File: src/rtl/ser_tx.sv
// UART-style serial transmitter: start bit (0), WIDTH data bits LSB-first,
// stop bit (1), each bit held for CLKS_PER_BIT clocks. All outputs are registered.
module ser_tx #(
  parameter int WIDTH        = 8,
  parameter int CLKS_PER_BIT = 4
) (
  input  logic             clk,
  input  logic             rst,
  input  logic             start,
  input  logic [WIDTH-1:0] din,
  output logic             ready,
  output logic             busy,
  output logic             txd,
  output logic             done
);

  // Timer and counter keep at least one bit so the degenerate cases stay legal.
  localparam int TW = (CLKS_PER_BIT > 1) ? $clog2(CLKS_PER_BIT) : 1;
  localparam int CW = (WIDTH > 1) ? $clog2(WIDTH) : 1;
  localparam logic [TW-1:0] TIMER_LAST = TW'(CLKS_PER_BIT - 1);
  localparam logic [CW-1:0] BIT_LAST   = CW'(WIDTH - 1);

  typedef enum logic [1:0] {IDLE, START, DATA, STOP} state_t;

  state_t            state, state_nxt;
  logic [TW-1:0]     timer, timer_nxt;
  logic [CW-1:0]     cnt, cnt_nxt;
  logic [WIDTH-1:0]  shift, shift_nxt;
  logic              txd_nxt, busy_nxt, ready_nxt, done_nxt;
  logic              bit_end;

  assign bit_end = (timer == TIMER_LAST);

  // State and output registers; reset aborts any frame and idles the line high.
  always_ff @(posedge clk or negedge rst) begin
    if (!rst) begin
      state <= IDLE;
      timer <= '0;
      cnt   <= '0;
      shift <= '0;
      txd   <= 1'b1;
      busy  <= 1'b0;
      ready <= 1'b1;
      done  <= 1'b0;
    end else begin
      state <= state_nxt;
      timer <= timer_nxt;
      cnt   <= cnt_nxt;
      shift <= shift_nxt;
      txd   <= txd_nxt;
      busy  <= busy_nxt;
      ready <= ready_nxt;
      done  <= done_nxt;
    end
  end

  // Next-state logic: bit timing, LSB-first shifting and the completion pulse.
  always_comb begin
    state_nxt = state;
    timer_nxt = timer;
    cnt_nxt   = cnt;
    shift_nxt = shift;
    txd_nxt   = txd;
    busy_nxt  = busy;
    ready_nxt = ready;
    done_nxt  = 1'b0;
    case (state)
      IDLE: begin
        if (start) begin
          state_nxt = START;
          shift_nxt = din;
          timer_nxt = '0;
          txd_nxt   = 1'b0;
          busy_nxt  = 1'b1;
          ready_nxt = 1'b0;
        end
      end
      START: begin
        if (bit_end) begin
          state_nxt = DATA;
          timer_nxt = '0;
          cnt_nxt   = '0;
          txd_nxt   = shift[0];
        end else begin
          timer_nxt = timer + TW'(1);
        end
      end
      DATA: begin
        if (bit_end) begin
          timer_nxt = '0;
          shift_nxt = shift >> 1;
          if (cnt == BIT_LAST) begin
            state_nxt = STOP;
            txd_nxt   = 1'b1;
          end else begin
            cnt_nxt = cnt + CW'(1);
            txd_nxt = shift_nxt[0];
          end
        end else begin
          timer_nxt = timer + TW'(1);
        end
      end
      STOP: begin
        if (bit_end) begin
          state_nxt = IDLE;
          timer_nxt = '0;
          txd_nxt   = 1'b1;
          busy_nxt  = 1'b0;
          ready_nxt = 1'b1;
          done_nxt  = 1'b1;
        end else begin
          timer_nxt = timer + TW'(1);
        end
      end
      default: begin
        state_nxt = IDLE;
        txd_nxt   = 1'b1;
        busy_nxt  = 1'b0;
        ready_nxt = 1'b1;
      end
    endcase
  end

endmodule
File: config.mk
export PLATFORM = sky130hd
export DESIGN_NAME = ser_tx
export DESIGN_NICKNAME = d
export VERILOG_FILES = /design/src/rtl/ser_tx.sv
export SDC_FILE = /design/constraint.sdc
export NUM_CORES = 1
export LEC_CHECK = 0
export ABC_CLOCK_PERIOD_IN_PS = 3200
export CAP_MARGIN = 20
export CORE_ASPECT_RATIO = 1.25
export CORE_MARGIN = 5
export CORE_UTILIZATION = 35
export CTS_CLUSTER_DIAMETER = 60
export DETAILED_ROUTE_END_ITERATION = 8
export PLACE_DENSITY = 0.55
export SLEW_MARGIN = 20
export SYNTH_ARGS = -nofsm -noshare
export SYNTH_HDL_FRONTEND = slang
export SYNTH_SLANG_ARGS = --single-unit
File: constraint.sdc
create_clock -name clk -period 3.2 [get_ports clk]
set_input_delay 0.64 -clock clk [delete_from_list [all_inputs] [get_ports clk]]
set_output_delay 0.64 -clock clk [all_outputs]
set_load 0.01 [all_outputs]
==> metrics.csv, run 1 <==
metric,value,unit
hold_ws,0.500,ns
antenna_found_initial,0,
die_area,4090,um^2
clkTransAtPathRegs,0.11,ns
globalRouteOverflowTotal,0,
slowest_delay,0.54,ns
maxCapViolations,0,
die_y,70.3,um
final_antenna_net_count,0,
holdBufCountCts,0,
dp_hpwl,1380,um
cts_setup_buffers,0,
fin_skew,0.00531,ns
pin_count,15,
period_minus_slack,2.03,ns
worstSetupStartpointType,register,
syn_area,1020,um^2
ys_seq_elements,19,
critPathTopFamily,multiplexers,
place_inst,131,
crit_chain,inv_1 -> ha_1 -> mux2i_1 -> nor2_4 -> mux2_2,
synth_area_leaders,"dfrtp_1, mux2_2, ha_1, dfstp_2, o21ai_0",
crit_slowest_cell,ha_1,
crit_arrival,2.22,ns
setup_viol,0,
cts.repair.resized,0,
synth-compound-area-share,11.4,%
synth_top_family_by_area,multiplexers,
synth.largest_area_cell,dfrtp_1,
grt_pass1_vias,780,
cts_inserted_buffers,3,
row_count,21,
area_delta_synth_final,19.3,%
fmax,0.492,GHz
path_max_fanout,14,
instances_no_fill,135,
drive_above_1_share,24.8,%
relSlewSlack,41.8,%
timing.setup.tns,0,ns
syn_inst,85,
track_usage,10.4,%
io_buffers,14,
clock_latency,0.30,ns
h-tree-depth,1,
antenna_cells,0,
grt_max_degree,20,
first_pass_iters,4,
drt-total-wl,1820,um
worstMarginPinSlew,0.870,ns
end_kind,register,
nNetsFinal,121,
initial_core_util,37.2,%
drc_errors,0,
core,2730,um^2
final_common_cell,dfrtp_1,
period_share,63.5,%
syn_area_per_cell,12.0,um^2
synth_top_area_share,41.8,%
yosys.area_share.simple,9.23,%
yosysWarningCount,0,
status,"complete, no violations",
syn-num-nets,104,
path_buf_inv,1,
seq_area_frac_synth,47.0,%
grt_pass1_wl,3330,um
synth_mux_area_share,20.2,%
crit_required,3.39,ns
wire_per_inst,13.5,um
gp_congestion,0.837,
p_leak,0.000526,uW
clock_path_buffers,2,
vdd_drop_max,0.372,mV
powerDensity,913,nW/um^2
critPathKind,reg2reg,
die-width,58.2,um
viasPerCell,5.19,
vias,700,
hold_path.class,reg2reg,
final_cell_mix,"dfrtp_1, mux2_2, clkdlybuf4s50_1, ha_1, nand2_1",
drt-initial-drc-count,11,
fillerInstances,270,
synth_cell_types,29,
finalHoldViolations,0,
cts.sinks,19,
slew_viol_final,0,
cts_tree,yes,
synth_xor_area_share,0,%
rsz0062_at_grt,no,
synthAdderAreaFrac,9.84,%
root_buffer,clkbuf_4,
[registers in the layout, summed over array words and instances (netlist names)]
name   flops
timer      2
cnt        3
done       1
txd        1
busy       1
ready      1
shift      8
state      2
[final timing paths]
check | start | endpoint | slack (ns) | cells past startpoint
max | state[0] | shift[4] | 1.17 | 5
max reg2reg | state[0] | shift[4] | 1.17 | 5
min | timer[1] | timer[1] | 0.50 | 2
min in group asynchronous | rst | shift[4] | 0.83 | 1
min reg2reg | timer[1] | timer[1] | 0.50 | 2
max in group asynchronous | rst | timer[1] | 1.84 | 1
[worst register-to-register path: stages, from the launching register on]
cell and delay (ns):
dfrtp_1 0.44, inv_1 0.12, ha_1 0.54, mux2i_1 0.23
nor2_4 0.23, mux2_2 0.36
[final cells by class]
cell class	count	area [um^2]	area share, %
clock buffers	4	26.3	2.16
inverters	3	11.3	0.928
multi-input cells	61	515	42.5
flip-flops and latches	19	478	39.4
well taps	34	42.5	3.51
repair buffers	14	140	11.5
[metrics by stage]
stage	utilization (%)	setup WS, ns	cell area [um^2]	power, uW
global route	44.4	0.966	1210	1210
global placement	43.5	1.04	1190	984
finish	44.4	1.17	1210	1110
floorplan	-	1.58	1020	863
detailed placement	43.5	1.04	1190	998
CTS	44.4	1.12	1210	1120
[metal layers]
metal	track usage, %	wire length [um]	vias up
met5	0	0	-
met4	6.19	40	0
met3	2.21	91	7
met2	17.6	917	25
met1	11.8	772	331
li1	-	-	337
[cell families after synthesis]
family,count (synthesis)
adders and majority gates,8
and+or+nand+nor,17
buffers and inverters,5
muxes,18
AOI/OAI and AO/OA,18
DFF,19
[power by group]
part           internal, uW  total [uW]  switching (uW)
sequential              355         421            66.4
combinational           309         564             255
clock                  48.5         123            74.9
total                   712        1110             396
[cell usage after synthesis]
cell type	n
a22o_1	1
dfrtp_1	17
nand3b_1	1
ha_1	8
a22oi_1	2
buf_4	1
nor2_1	1
nand4_1	1
a21o_1	1
nor4_1	1
and2b_1	1
mux2_4	1
mux2i_1	1
or2b_1	1
o32a_1	1
dfstp_2	2
o221a_2	1
a21oi_1	5
nor2_4	1
mux2_2	16
clkbuf_2	1
nor2b_1	1
o2bb2ai_1	1
nand2_1	7
and2_1	1
inv_2	1
inv_1	2
nor3_1	1
o21ai_0	6
Power figures use the tool's default switching activity.
==> run 2, diff against run 1 <==
Settings changed: ABC_CLOCK_PERIOD_IN_PS 3200 to 1720, PLACE_DENSITY 0.55 to 0.57.
Clock period 3.2 ns to 1.72 ns, I/O delays scaled along.
==> run 2 against run 1 <==
Effect of this change:
- sequential share of layout area decreased by 2.9 points
- cell count grew 8.1%
- global-route usage about the same
- register-to-register slack got worse by 1.1 ns
- combinational power up 110%
- wire length up 6.2%
- core utilization up 3.5 points
- sequential power up 86%
- worst setup slack lost 1.1 ns
- cell area rose by 7.8%
- clock skew down 0.0018 ns
- non-clock buffer count grew 11
- largest power group unchanged
==> metrics.csv, run 2 (synthesis results as in run 1) <==
metric,value,unit,change
vdd_drop_max,0.805,mV,was 0.372 mV
clock_latency,0.29,ns,was 0.30 ns
h-tree-depth,1,,unchanged
r2r-end,state[1],,was shift[4]
drive_above_1_share,34.8,%,was 24.8%
gp_congestion,0.799,,was 0.837
wire_per_inst,13.3,um,was 13.5 um
worstMarginPinSlew,0.299,ns,was 0.870 ns
instances_no_fill,146,,was 135
drt-initial-drc-count,16,,was 11
r2r_slack,0.1,ns,was 1.17 ns
final_cell_mix,"dfrtp_1, mux2_2, clkdlybuf4s50_1, buf_4, nand2_1",,"was dfrtp_1, mux2_2, clkdlybuf4s50_1, ha_1, nand2_1"
grt_pass1_wl,3340,um,was 3330 um
end_kind,register,,unchanged
p_leak,0.000584,uW,was 0.000526 uW
globalRouteOverflowTotal,0,,unchanged
cts.sinks,19,,unchanged
crit_chain,inv_2 -> ha_1 -> nor3_1 -> o221a_2 -> mux2_4,,was inv_1 -> ha_1 -> mux2i_1 -> nor2_4 -> mux2_2
largestRegisters,"shift (8), cnt (3)",,unchanged
viasPerCell,4.99,,was 5.19
pin_count,15,,unchanged
regMostFlops,shift,,unchanged
vias,728,,was 700
clock_path_buffers,2,,unchanged
io_buffers,14,,unchanged
slew_viol_final,0,,unchanged
period_minus_slack,1.62,ns,was 2.03 ns
initial_core_util,37.2,%,unchanged
cts_setup_buffers,0,,unchanged
cts_inserted_buffers,3,,unchanged
grt_max_degree,20,,unchanged
final_common_cell,dfrtp_1,,unchanged
slowest_delay,0.47,ns,was 0.54 ns
powerDensity,1700,nW/um^2,was 913 nW/um^2
clkTransAtPathRegs,0.11,ns,about the same
place_inst,142,,was 131
fin_skew,0.00349,ns,was 0.00531 ns
row_count,21,,unchanged
status,"complete, no violations",,unchanged
place_area,1270,um^2,was 1190 um^2
antenna_cells,0,,unchanged
antenna_found_initial,0,,unchanged
core,2730,um^2,unchanged
worstSetupStartpointType,register,,unchanged
hold_path.class,in2async,,was reg2reg
setup_viol,0,,unchanged
die-width,58.2,um,unchanged
nNetsFinal,132,,was 121
drc_errors,0,,unchanged
root_buffer,clkbuf_4,,unchanged
relSlewSlack,79.5,%,was 41.8%
drt-total-wl,1940,um,was 1820 um
critPathKind,reg2reg,,unchanged
crit_required,1.91,ns,was 3.39 ns
timing.setup.tns,0,ns,unchanged
cts_tree,yes,,unchanged
grt_pass1_vias,782,,was 780
crit_slowest_cell,dfrtp_1,,was ha_1
track_usage,10.4,%,about the same
finalInstanceArea,1310,um^2,was 1210 um^2
maxCapViolations,0,,unchanged
rr_startpoint,state[1],,was state[0]
die_y,70.3,um,unchanged
final_antenna_net_count,0,,unchanged
crit_arrival,1.81,ns,was 2.22 ns
die_area,4090,um^2,unchanged
finalHoldViolations,0,,unchanged
final_util,47.9,%,was 44.4%
largest_reg_flops,8,,unchanged
path_max_fanout,4,,was 14
dp_hpwl,1490,um,was 1380 um
area_delta_synth_final,28.7,%,was 19.3%
rr_worst_depth,5,,unchanged
fmax,0.617,GHz,was 0.492 GHz
period_share,94.2,%,was 63.5%
first_pass_iters,4,,unchanged
run 2: cell types whose count changed in the layout (fill, tap and decap cells not counted):
cell             previous run  this run
buf_4                       0        11
clkdlybuf4s50_1            14        12
dlygate4sd2_1               0         2
ha_1                        8         6
ha_2                        0         1
ha_4                        0         1
inv_1                       2         1
inv_2                       1         2
run 2: repair_timing:
item / CTS / global route
resized for setup: 2 / 4
pin swaps: 0 / 1
hold buffers: 0 / 0
endpoints found under the setup margin: 2 / 8
run 2: report_power, final:
part / internal, uW / switching, uW
clock network: 90.2 / 139
registers: 660 / 123
logic: 699 / 515
run 2: through the flow:
stage	worst slack, ns	hold slack [ns]	total power, uW
after floorplan	0.100	0.0484	1610
after global placement	-0.0464	0.451	1950
after detailed placement	-0.0574	0.473	1980
after CTS	0.0496	0.368	2210
after global routing	-0.0132	0.377	2420
final	0.0996	0.373	2230
run 2: worst max-delay path by stage:
stage | start | endpoint | slack [ns] | cells past startpoint
after floorplan | state[0] | shift[0] | 0.10 | 5
after global placement | start | shift[2] | -0.05 | 4
after detailed placement | start | shift[1] | -0.06 | 4
after CTS | state[0] | shift[6] | 0.05 | 5
after global routing | state[1] | state[1] | -0.01 | 5
final | state[1] | state[1] | 0.1 | 5
run 2: layout make-up:
type / instances / area [um^2]
Fill cell: 269 / 1420
Sequential cell: 19 / 478
Inverter: 3 / 11.3
Tap cell: 34 / 42.5
Clock buffer: 4 / 26.3
Multi-Input combinational cell: 61 / 531
Timing Repair Buffer: 25 / 220
run 2: layer usage:
layer	vias to the layer above	routed length, um	part of all wire, %	track usage (%)
met5	-	0	0	0
met4	0	0	0	3.87
met3	0	60	3.1	2.03
met2	9	1020	53	17.8
met1	356	853	44	12.7
li1	363	-	-	-
run 2: worst max-delay path: cells and delay by family, from the launching register on:
kind / cells / cell delay (ns)
and+or+nand+nor: 1 / 0.19
AOI/OAI and AO/OA: 1 / 0.26
adders and majority gates: 1 / 0.22
buffers and inverters: 1 / 0.08
DFF: 1 / 0.47
muxes: 1 / 0.30
==> run 3, diff against run 2 <==
Settings changed: HOLD_SLACK_MARGIN from default to 0.02.
==> results of run 3 <==
No change in the layout: final DEF, timing and power equal those of run 2.
